$ cat src/rtl/mux16_rr_scheduler_if.sv
// Requester/sink bundle for the 16-lane round-robin bit scheduler.
// master drives requests, data and ready; slave is the scheduler.
interface mux16_rr_scheduler_if;
  logic [15:0] req;
  logic [15:0] din;
  logic        out_ready;
  logic [3:0]  sel;
  logic [15:0] gnt;
  logic        out_valid;
  logic        out_bit;
  logic [3:0]  out_src;

  modport master (
    output req, din, out_ready,
    input  sel, gnt, out_valid, out_bit, out_src
  );

  modport slave (
    input  req, din, out_ready,
    output sel, gnt, out_valid, out_bit, out_src
  );
endinterface

$ cat src/rtl/mux16_rr_scheduler.sv
// Round-robin scheduler sharing one 16:1 bit mux among 16 requesters,
// with a per-grant beat limit and valid/ready output handshake.
module MUX16to1 (
  input  logic [15:0] d,
  input  logic [3:0]  s,
  output logic        y
);
  assign y = d[s];
endmodule

module mux16_rr_scheduler #(
  parameter int HOLD_MAX = 4
) (
  input  logic                    clk,
  input  logic                    rst,
  mux16_rr_scheduler_if.slave     bus
);
  typedef enum logic {IDLE, GRANT} state_t;

  state_t      state;
  logic [3:0]  ptr;
  logic [3:0]  cnt;
  logic [3:0]  sel;
  logic [15:0] gnt;

  logic        valid;
  logic        xfer;
  logic        last;
  logic        rel;
  logic [3:0]  base;
  logic [3:0]  win;
  logic        win_ok;

  assign valid = (state == GRANT) && bus.req[sel];
  assign xfer  = valid && bus.out_ready;
  assign last  = (cnt == 4'(HOLD_MAX - 1));
  assign rel   = !bus.req[sel] || (xfer && last);

  // On release the search starts just past the current lane,
  // so the released lane is considered last.
  assign base  = (state == GRANT) ? sel + 4'd1 : ptr;

  always_comb begin
    logic [3:0] idx;
    win_ok = 1'b0;
    win    = base;
    idx    = base;
    for (int k = 15; k >= 0; k--) begin
      idx = base + 4'(k);
      if (bus.req[idx]) begin
        win_ok = 1'b1;
        win    = idx;
      end
    end
  end

  always_ff @(posedge clk) begin
    if (rst) begin
      state <= IDLE;
      ptr   <= 4'd0;
      cnt   <= 4'd0;
      sel   <= 4'd0;
      gnt   <= 16'd0;
    end else begin
      unique case (state)
        IDLE: begin
          if (win_ok) begin
            state <= GRANT;
            sel   <= win;
            gnt   <= 16'd1 << win;
            cnt   <= 4'd0;
          end
        end
        GRANT: begin
          if (rel) begin
            ptr <= sel + 4'd1;
            cnt <= 4'd0;
            if (win_ok) begin
              sel <= win;
              gnt <= 16'd1 << win;
            end else begin
              state <= IDLE;
              gnt   <= 16'd0;
            end
          end else if (xfer) begin
            cnt <= cnt + 4'd1;
          end
        end
        default: state <= IDLE;
      endcase
    end
  end

  MUX16to1 u_mux (
    .d (bus.din),
    .s (sel),
    .y (bus.out_bit)
  );

  assign bus.sel       = sel;
  assign bus.gnt       = gnt;
  assign bus.out_valid = valid;
  assign bus.out_src   = sel;
endmodule

$ cat src/flat_wrapper.sv
// flat-port wrapper written by rule: the top's interface ports become plain ports
module mux16_rr_scheduler_flat 
#(
  parameter int HOLD_MAX = 4
)
  (clk, rst, bus_req, bus_din, bus_out_ready, bus_sel, bus_gnt, bus_out_valid, bus_out_bit, bus_out_src);
  mux16_rr_scheduler_if bus_i ();
  input  logic clk;
  input  logic rst;
  input wire logic [$bits(bus_i.req)-1:0] bus_req;
  input wire logic [$bits(bus_i.din)-1:0] bus_din;
  input wire logic [$bits(bus_i.out_ready)-1:0] bus_out_ready;
  output wire logic [$bits(bus_i.sel)-1:0] bus_sel;
  output wire logic [$bits(bus_i.gnt)-1:0] bus_gnt;
  output wire logic [$bits(bus_i.out_valid)-1:0] bus_out_valid;
  output wire logic [$bits(bus_i.out_bit)-1:0] bus_out_bit;
  output wire logic [$bits(bus_i.out_src)-1:0] bus_out_src;
  assign bus_i.req = bus_req;
  assign bus_i.din = bus_din;
  assign bus_i.out_ready = bus_out_ready;
  assign bus_sel = bus_i.sel;
  assign bus_gnt = bus_i.gnt;
  assign bus_out_valid = bus_i.out_valid;
  assign bus_out_bit = bus_i.out_bit;
  assign bus_out_src = bus_i.out_src;
  mux16_rr_scheduler #(.HOLD_MAX(HOLD_MAX)) u_core (.clk(clk), .rst(rst), .bus(bus_i));
endmodule
$ cat config.mk
export PLATFORM = sky130hd
export DESIGN_NAME = mux16_rr_scheduler_flat
export DESIGN_NICKNAME = d
export VERILOG_FILES = /design/src/rtl/mux16_rr_scheduler_if.sv /design/src/rtl/mux16_rr_scheduler.sv /design/src/flat_wrapper.sv
export SDC_FILE = /design/constraint.sdc
export NUM_CORES = 1
export LEC_CHECK = 0
export BUFFER_PORTS_ARGS = -buffer_cell sky130_fd_sc_hd__buf_2
export CAP_MARGIN = 10
export CORE_ASPECT_RATIO = 1.75
export CORE_MARGIN = 3
export CORE_UTILIZATION = 45
export DETAILED_ROUTE_END_ITERATION = 8
export PLACE_DENSITY = 0.68
export SYNTH_ARGS = -nofsm -noshare
export SYNTH_HDL_FRONTEND = slang
export SYNTH_SLANG_ARGS = --single-unit
$ cat constraint.sdc
create_clock -name clk -period 4.5 [get_ports clk]
set_clock_uncertainty 0.1 [all_clocks]
set_input_delay 0.675 -clock clk [delete_from_list [all_inputs] [get_ports clk]]
set_output_delay 0.675 -clock clk [all_outputs]
set_load 0.05 [all_outputs]
* Word-level counts from Yosys, hierarchy flattened
Index checks and enable logic that the tools add are counted.
** Operators by class
- Muxes and demuxes :: 83
- Bitwise operators :: 1
- Magnitude comparators :: 17
- Equal/unequal tests :: 4
- $add $sub $neg :: 17
- Reductions and logical operators :: 8
- Shift operators :: 1
** Operator list (count)
- $mux 4 :: 22
- $lt 4x5->1 const B :: 17
- $bmux 1 s4 :: 18
- $mux 16 :: 3
- $mux 1 :: 36
- $add 4x4->4 const B :: 8
- $pmux 16 s2 :: 1
- $add 4x3->4 const B :: 4
- $pmux 4 s2 :: 2
- $shl 1x4->16 const A :: 1
- $add 4x1->4 const B :: 3
- $add 4x2->4 const B :: 2
- $reduce_and 2->1 :: 3
- $eq 4x2->1 const B :: 1
- $logic_and 1x1->1 :: 3
- $ne 3x3->1 const B :: 1
- $ne 2x1->1 const B :: 1
- $ne 2x2->1 const B :: 1
- $pmux 1 s2 :: 1
- $logic_not 1->1 :: 1
- $logic_or 1x1->1 :: 1
- $not 1->1 :: 1
** Word-level totals
- Bits in registers :: 29
- Word-level logic and storage cells :: 136
- Output and inout bits :: 26
- Input bits :: 35

* Logic depth before layout (Yosys ltp)
- Depth after elaboration :: 25
- Gate-level depth with buffers :: 19
- Depth with buffers taken out :: 14

* Cells and area by module
From an unflattened synthesis, not the netlist that was laid out.
** Unflattened totals
- Cell total of the unflattened synthesis :: 442
- Area total of the unflattened synthesis :: 3852.4 µm²
** By module, submodules not included
- mux16_rr_scheduler :: cells an instance 435, seq. area each 580.6 µm², instances 1, area each 3717.3 µm²
- MUX16to1 :: cells an instance 7, seq. area each 0.0 µm², instances 1, area each 135.1 µm²

* Worst setup path before layout
No wires, ideal clock.
- Path type :: register to register
- Start :: register u_core.sel[0], in the netlist u_core.bus.out_src[0]
- End :: register u_core.gnt[13], in the netlist u_core.bus.gnt[13]
- Buffers on the path :: 4
- Path slack :: -0.445 ns
- Setup time :: 0.117 ns
- Arrival time :: 4.727 ns
- Cell stages (with the launch flop) :: 17
- Clock period less this slack :: 4.945 ns
- Data required time :: 4.283 ns
- Cell sequence :: dfxtp_1 > ha_1 > mux2i_2 > clkbuf_1 > ha_1 > buf_1 > clkinv_1 > mux4_2 > mux2i_1 > o21ai_0 > and4b_1 > o2111ai_1 > a41oi_1 > or3_1 > buf_2 > buf_6 > a32o_1
** Between the ends
- Cells in the longest elaborated chain, start to end :: 25
- Elaborated cells on any way between the ends :: 96
- Those cells by class :: 16 x add/sub; 2 x eq/ne; 1 x shift; 71 x mux; 6 x reduce/logical
** Ends and longest elaborated chain
- start, declared :: RTL line mux16_rr_scheduler.sv:23 : logic [3:0] sel;
- start signal, assigned :: RTL line mux16_rr_scheduler.sv:69 : sel <= win;
- start signal, assigned :: RTL line mux16_rr_scheduler.sv:79 : sel <= win;
- $add 4x1->4 :: RTL line mux16_rr_scheduler.sv:41 : assign base = (state == GRANT) ? sel + 4'd1 : ptr;
- $mux 4 :: RTL line mux16_rr_scheduler.sv:41
- $add 4x4->4 :: RTL line mux16_rr_scheduler.sv:49 : idx = base + 4'(k);
- $bmux 1 s4 :: RTL line mux16_rr_scheduler.sv:50 : if (bus.req[idx]) begin
- $mux 1 (implied by the code) :: RTL line mux16_rr_scheduler.sv:50
- $mux 4 (16 in a row) :: RTL line mux16_rr_scheduler.sv:50
- $shl 1x4->16 :: RTL line mux16_rr_scheduler.sv:70, mux16_rr_scheduler.sv:80
- $mux 16 :: RTL line mux16_rr_scheduler.sv:78 : if (win_ok) begin
- $mux 16 :: RTL line mux16_rr_scheduler.sv:75 : if (rel) begin
- $pmux 16 s2 :: RTL line mux16_rr_scheduler.sv:65 : unique case (state)
- end signal, assigned :: RTL line mux16_rr_scheduler.sv:70 : gnt <= 16'd1 << win;
- end signal, assigned :: RTL line mux16_rr_scheduler.sv:80 : gnt <= 16'd1 << win;
- end, declared :: RTL line mux16_rr_scheduler.sv:24 : logic [15:0] gnt;
Parallel ways exist; a longest one is shown, timed or not. The select of a mux whose other input is x is not followed.
A chain may end at the register's enable or synchronous reset.

* Worst setup path after layout
- Start :: register u_core.sel[0], in the netlist u_core.bus.out_src[0]
- End :: register u_core.gnt[4], in the netlist u_core.bus.gnt[4]
The elaborated chain is that of the path after synthesis.

==> reports/metrics.cfg <==
[detailed_routing]
drt_wl_total_um = 12600
wl_per_cell_um = 20.4
via_per_inst = 6.44
ant_nets = 0
vias = 3979
remaining_drc_errors = 0
first_pass_iters = 5
drtIter0Drc = 270

[grt]
grt_use_total_pct = 26.6
grt_pass1_vias = 3798
grt_start_max_net_pins = 22
antenna_found_initial = 0
global_route.usage.met1_pct = 30.7
top_usage_layer = met2
grt_overflow = 0
grt.met2_usage_pct = 45.9
grtUsageMet3_pct = 2.59
grt_first_pass_wirelength_um = 19800

[setup_path]
r2r_setup_slack_ns = 0.14
arrival_ns = 4.42
critPathMaxFanout = 8
r2r-end = u_core.bus.gnt[4]$_SDFFE_PP0P_
crit_required_ns = 4.56
startpoint_type = register
r2r_start = u_core.bus.out_src[0]$_SDFFE_PP0P_
setup.worst_path.end_class = register
r2r_cells = 13
critical_path_class = register to register

[final_layout]
finish.utilization_pct = 54.9
nNetsFinal = 545
fin_area_mm2 = 0.00456
fill_cells = 778
drive_above_1_share_pct = 33.8
area_growth_pct = 18.7
diodes = 0

[power_and_ir_drop]
power_density_mw_per_mm2 = 934
p_int_w = 0.00196
vdd_ir_drop_max_mv = 0.451
p_leak_nw = 1.85
pwr-share-clk_pct = 9.0
swShare_pct = 54.1
total_power_w = 0.00426
power_switching_w = 0.00231
combPwrFrac_pct = 83.0
seq_power_share_pct = 8.0

[outcome]
status = completed

[floorplan]
core_mm2 = 0.00831
dieHeight_um = 128
num_io_pins = 61
die_w_um = 75.9
rows = 44
dieArea_mm2 = 0.00973
initial_utilization_pct = 46.3

[synth]
yosys_warnings = 0
ys_ff_latch = 29
syn_avg_cell_area_um2 = 8.96
netlist_instances = 429
async_flop_share_pct = 0
synth_area_mm2 = 0.00384
synthFlopType = dfxtp_1
synthDistinctLibCells = 73
seq_area_frac_synth_pct = 15.1
synth_top_area_cell = mux4_2
synth_area_leaders = mux4_2, dfxtp_1, mux2i_1
synth_fp_nets = 472
synth_top_area_share_pct = 15.2
synth_edf_count = 0

[hold_path]
holdPathStages = 2
min_to = u_core.bus.gnt[3]$_SDFFE_PP0P_
min_from = u_core.bus.gnt[3]$_SDFFE_PP0P_
min_path_type = register to register

[timing]
rsz0062_at_grt = false
max-slew-margin-rel_pct = 56.1
hold_violations = 0
tightest_slew_ns = 0.653
timing.hold.ws_ns = 0.349
setup_viol = 0
max_freq_ghz = 0.229
maxSlewViolCount = 0
setup-tns-final_ns = 0
finalCritPeriodShare_pct = 96.9
min_period_ns = 4.36

[clock_network]
cts_tree = yes
htreeDepth = 2
cts_sinks = 29
clockBufferDepth = 2
cts_setup_buffers = 0
clockRootBuffer = clkbuf_16
clock_latency_ns = 0.27
clk_pin_slew_worst_paths_ns = 0.05
cts_made_buffers = 5

[place]
gp_congestion = 1.01
dp_hpwl_um = 10100
port_buffers = 60
dpl-instance-area_mm2 = 0.00437

[run]
max_cap_violations = 0

per-layer routing:
metal | up-vias | share of wire [%]
li1 | 1826 | -
met1 | 1900 | 36
met2 | 193 | 52
met3 | 60 | 5.1
met4 | 0 | 6.4
met5 | - | 0
cells in the mapped netlist (8+ instances only):
cell      number
nand2_1       30
o21ai_0       20
xnor2_1       10
mux4_2        26
clkbuf_1      12
dfxtp_1       29
nand3_1       24
nor2_1        28
a32o_1         8
nor3_1        17
mux2_2         8
o31ai_1       13
ha_1           8
a21oi_1       22
nand4_1        9
mux2i_1       25
placed cells by master (no fill, tap or decap), types with 6 or more instances in the layout:
master and instances:
a21oi_1 22, a32o_1 8, and2_1 7, buf_2 60
buf_4 37, dfxtp_1 26, ha_1 8, inv_1 6
mux2_2 8, mux2i_1 24, mux4_2 26, nand2_1 30
nand2b_1 6, nand3_1 24, nand4_1 9, nor2_1 27
nor3_1 17, o2111ai_1 7, o211ai_1 7, o21ai_0 20
o31ai_1 13, xnor2_1 10
metrics by stage:
stage / worst slack (ns) / instances
CTS: 0.143 / 618
finish: 0.141 / 618
floorplan: 0.0350 / 429
global placement: 0.172 / 610
global route: 0.00433 / 618
detailed placement: 0.177 / 610
power groups by stage:
stage                     combinational, W  clock, W  sequential [W]
after detailed placement           0.00344         0        0.000344
after global placement             0.00342         0        0.000342
final                              0.00354  0.000384        0.000340
after floorplan                    0.00237         0        0.000469
after global routing               0.00380  0.000398        0.000346
after CTS                          0.00346  0.000388        0.000340
worst max-delay path, cell delays in order (launching register included):
cell      delay (ns)
dfxtp_2         0.32
ha_1            0.31
mux2i_2         0.39
ha_1            0.38
xnor2_4         0.20
buf_4           0.20
mux4_2          0.38
a311oi_1        0.31
a31oi_1         0.13
a211o_1         0.31
a221oi_1        0.35
o31ai_1         0.19
or2_1           0.37
a32o_1          0.29
how the worst max path moves through the flow:
stage                                                  start                              end  cells past startpoint
after global placement    u_core.bus.out_src[0]$_SDFFE_PP0P_  u_core.bus.gnt[15]$_SDFFE_PP0P_                     13
after floorplan           u_core.bus.out_src[0]$_SDFFE_PP0P_  u_core.bus.gnt[13]$_SDFFE_PP0P_                     17
after detailed placement  u_core.bus.out_src[0]$_SDFFE_PP0P_  u_core.bus.gnt[14]$_SDFFE_PP0P_                     13
after global routing      u_core.bus.out_src[0]$_SDFFE_PP0P_   u_core.bus.gnt[4]$_SDFFE_PP0P_                     13
final                     u_core.bus.out_src[0]$_SDFFE_PP0P_   u_core.bus.gnt[4]$_SDFFE_PP0P_                     13
after CTS                 u_core.bus.out_src[0]$_SDFFE_PP0P_   u_core.bus.gnt[7]$_SDFFE_PP0P_                     13
layout make-up:
cell class	count	area, um2	share of cell area (%)
timing repair buffer	98	598	13.1
sequential	29	584	12.8
tap	115	144	3.15
multi-input combinational	358	3020	66.1
inverter	10	48.8	1.07
clock inverter	1	30.0	0.658
clock buffer	7	143	3.13
flip-flops by register name, summed over array words and instances (netlist names):
| register | count |
|---|---|
| u_core.bus.gnt | 16 |
| u_core.bus.out_src | 4 |
| u_core.cnt | 4 |
| u_core.ptr | 4 |
| u_core.state | 1 |
repair_timing:
action / CTS / global route
endpoints found under the setup margin: 0 / 16
resized for setup: 0 / 4
hold buffers: 0 / 0
hold endpoints to repair: 0 / 0
cell families after synthesis:
group	Yosys count	synth area share, %
simple gates	145	19.2
fa+ha+maj	8	2.60
buf+inv	42	6.96
flops	29	15.1
xor+xnor	17	6.41
compound gates	124	23.6
mux	64	26.1
No activity file was read; power rests on OpenSTA's default activity.
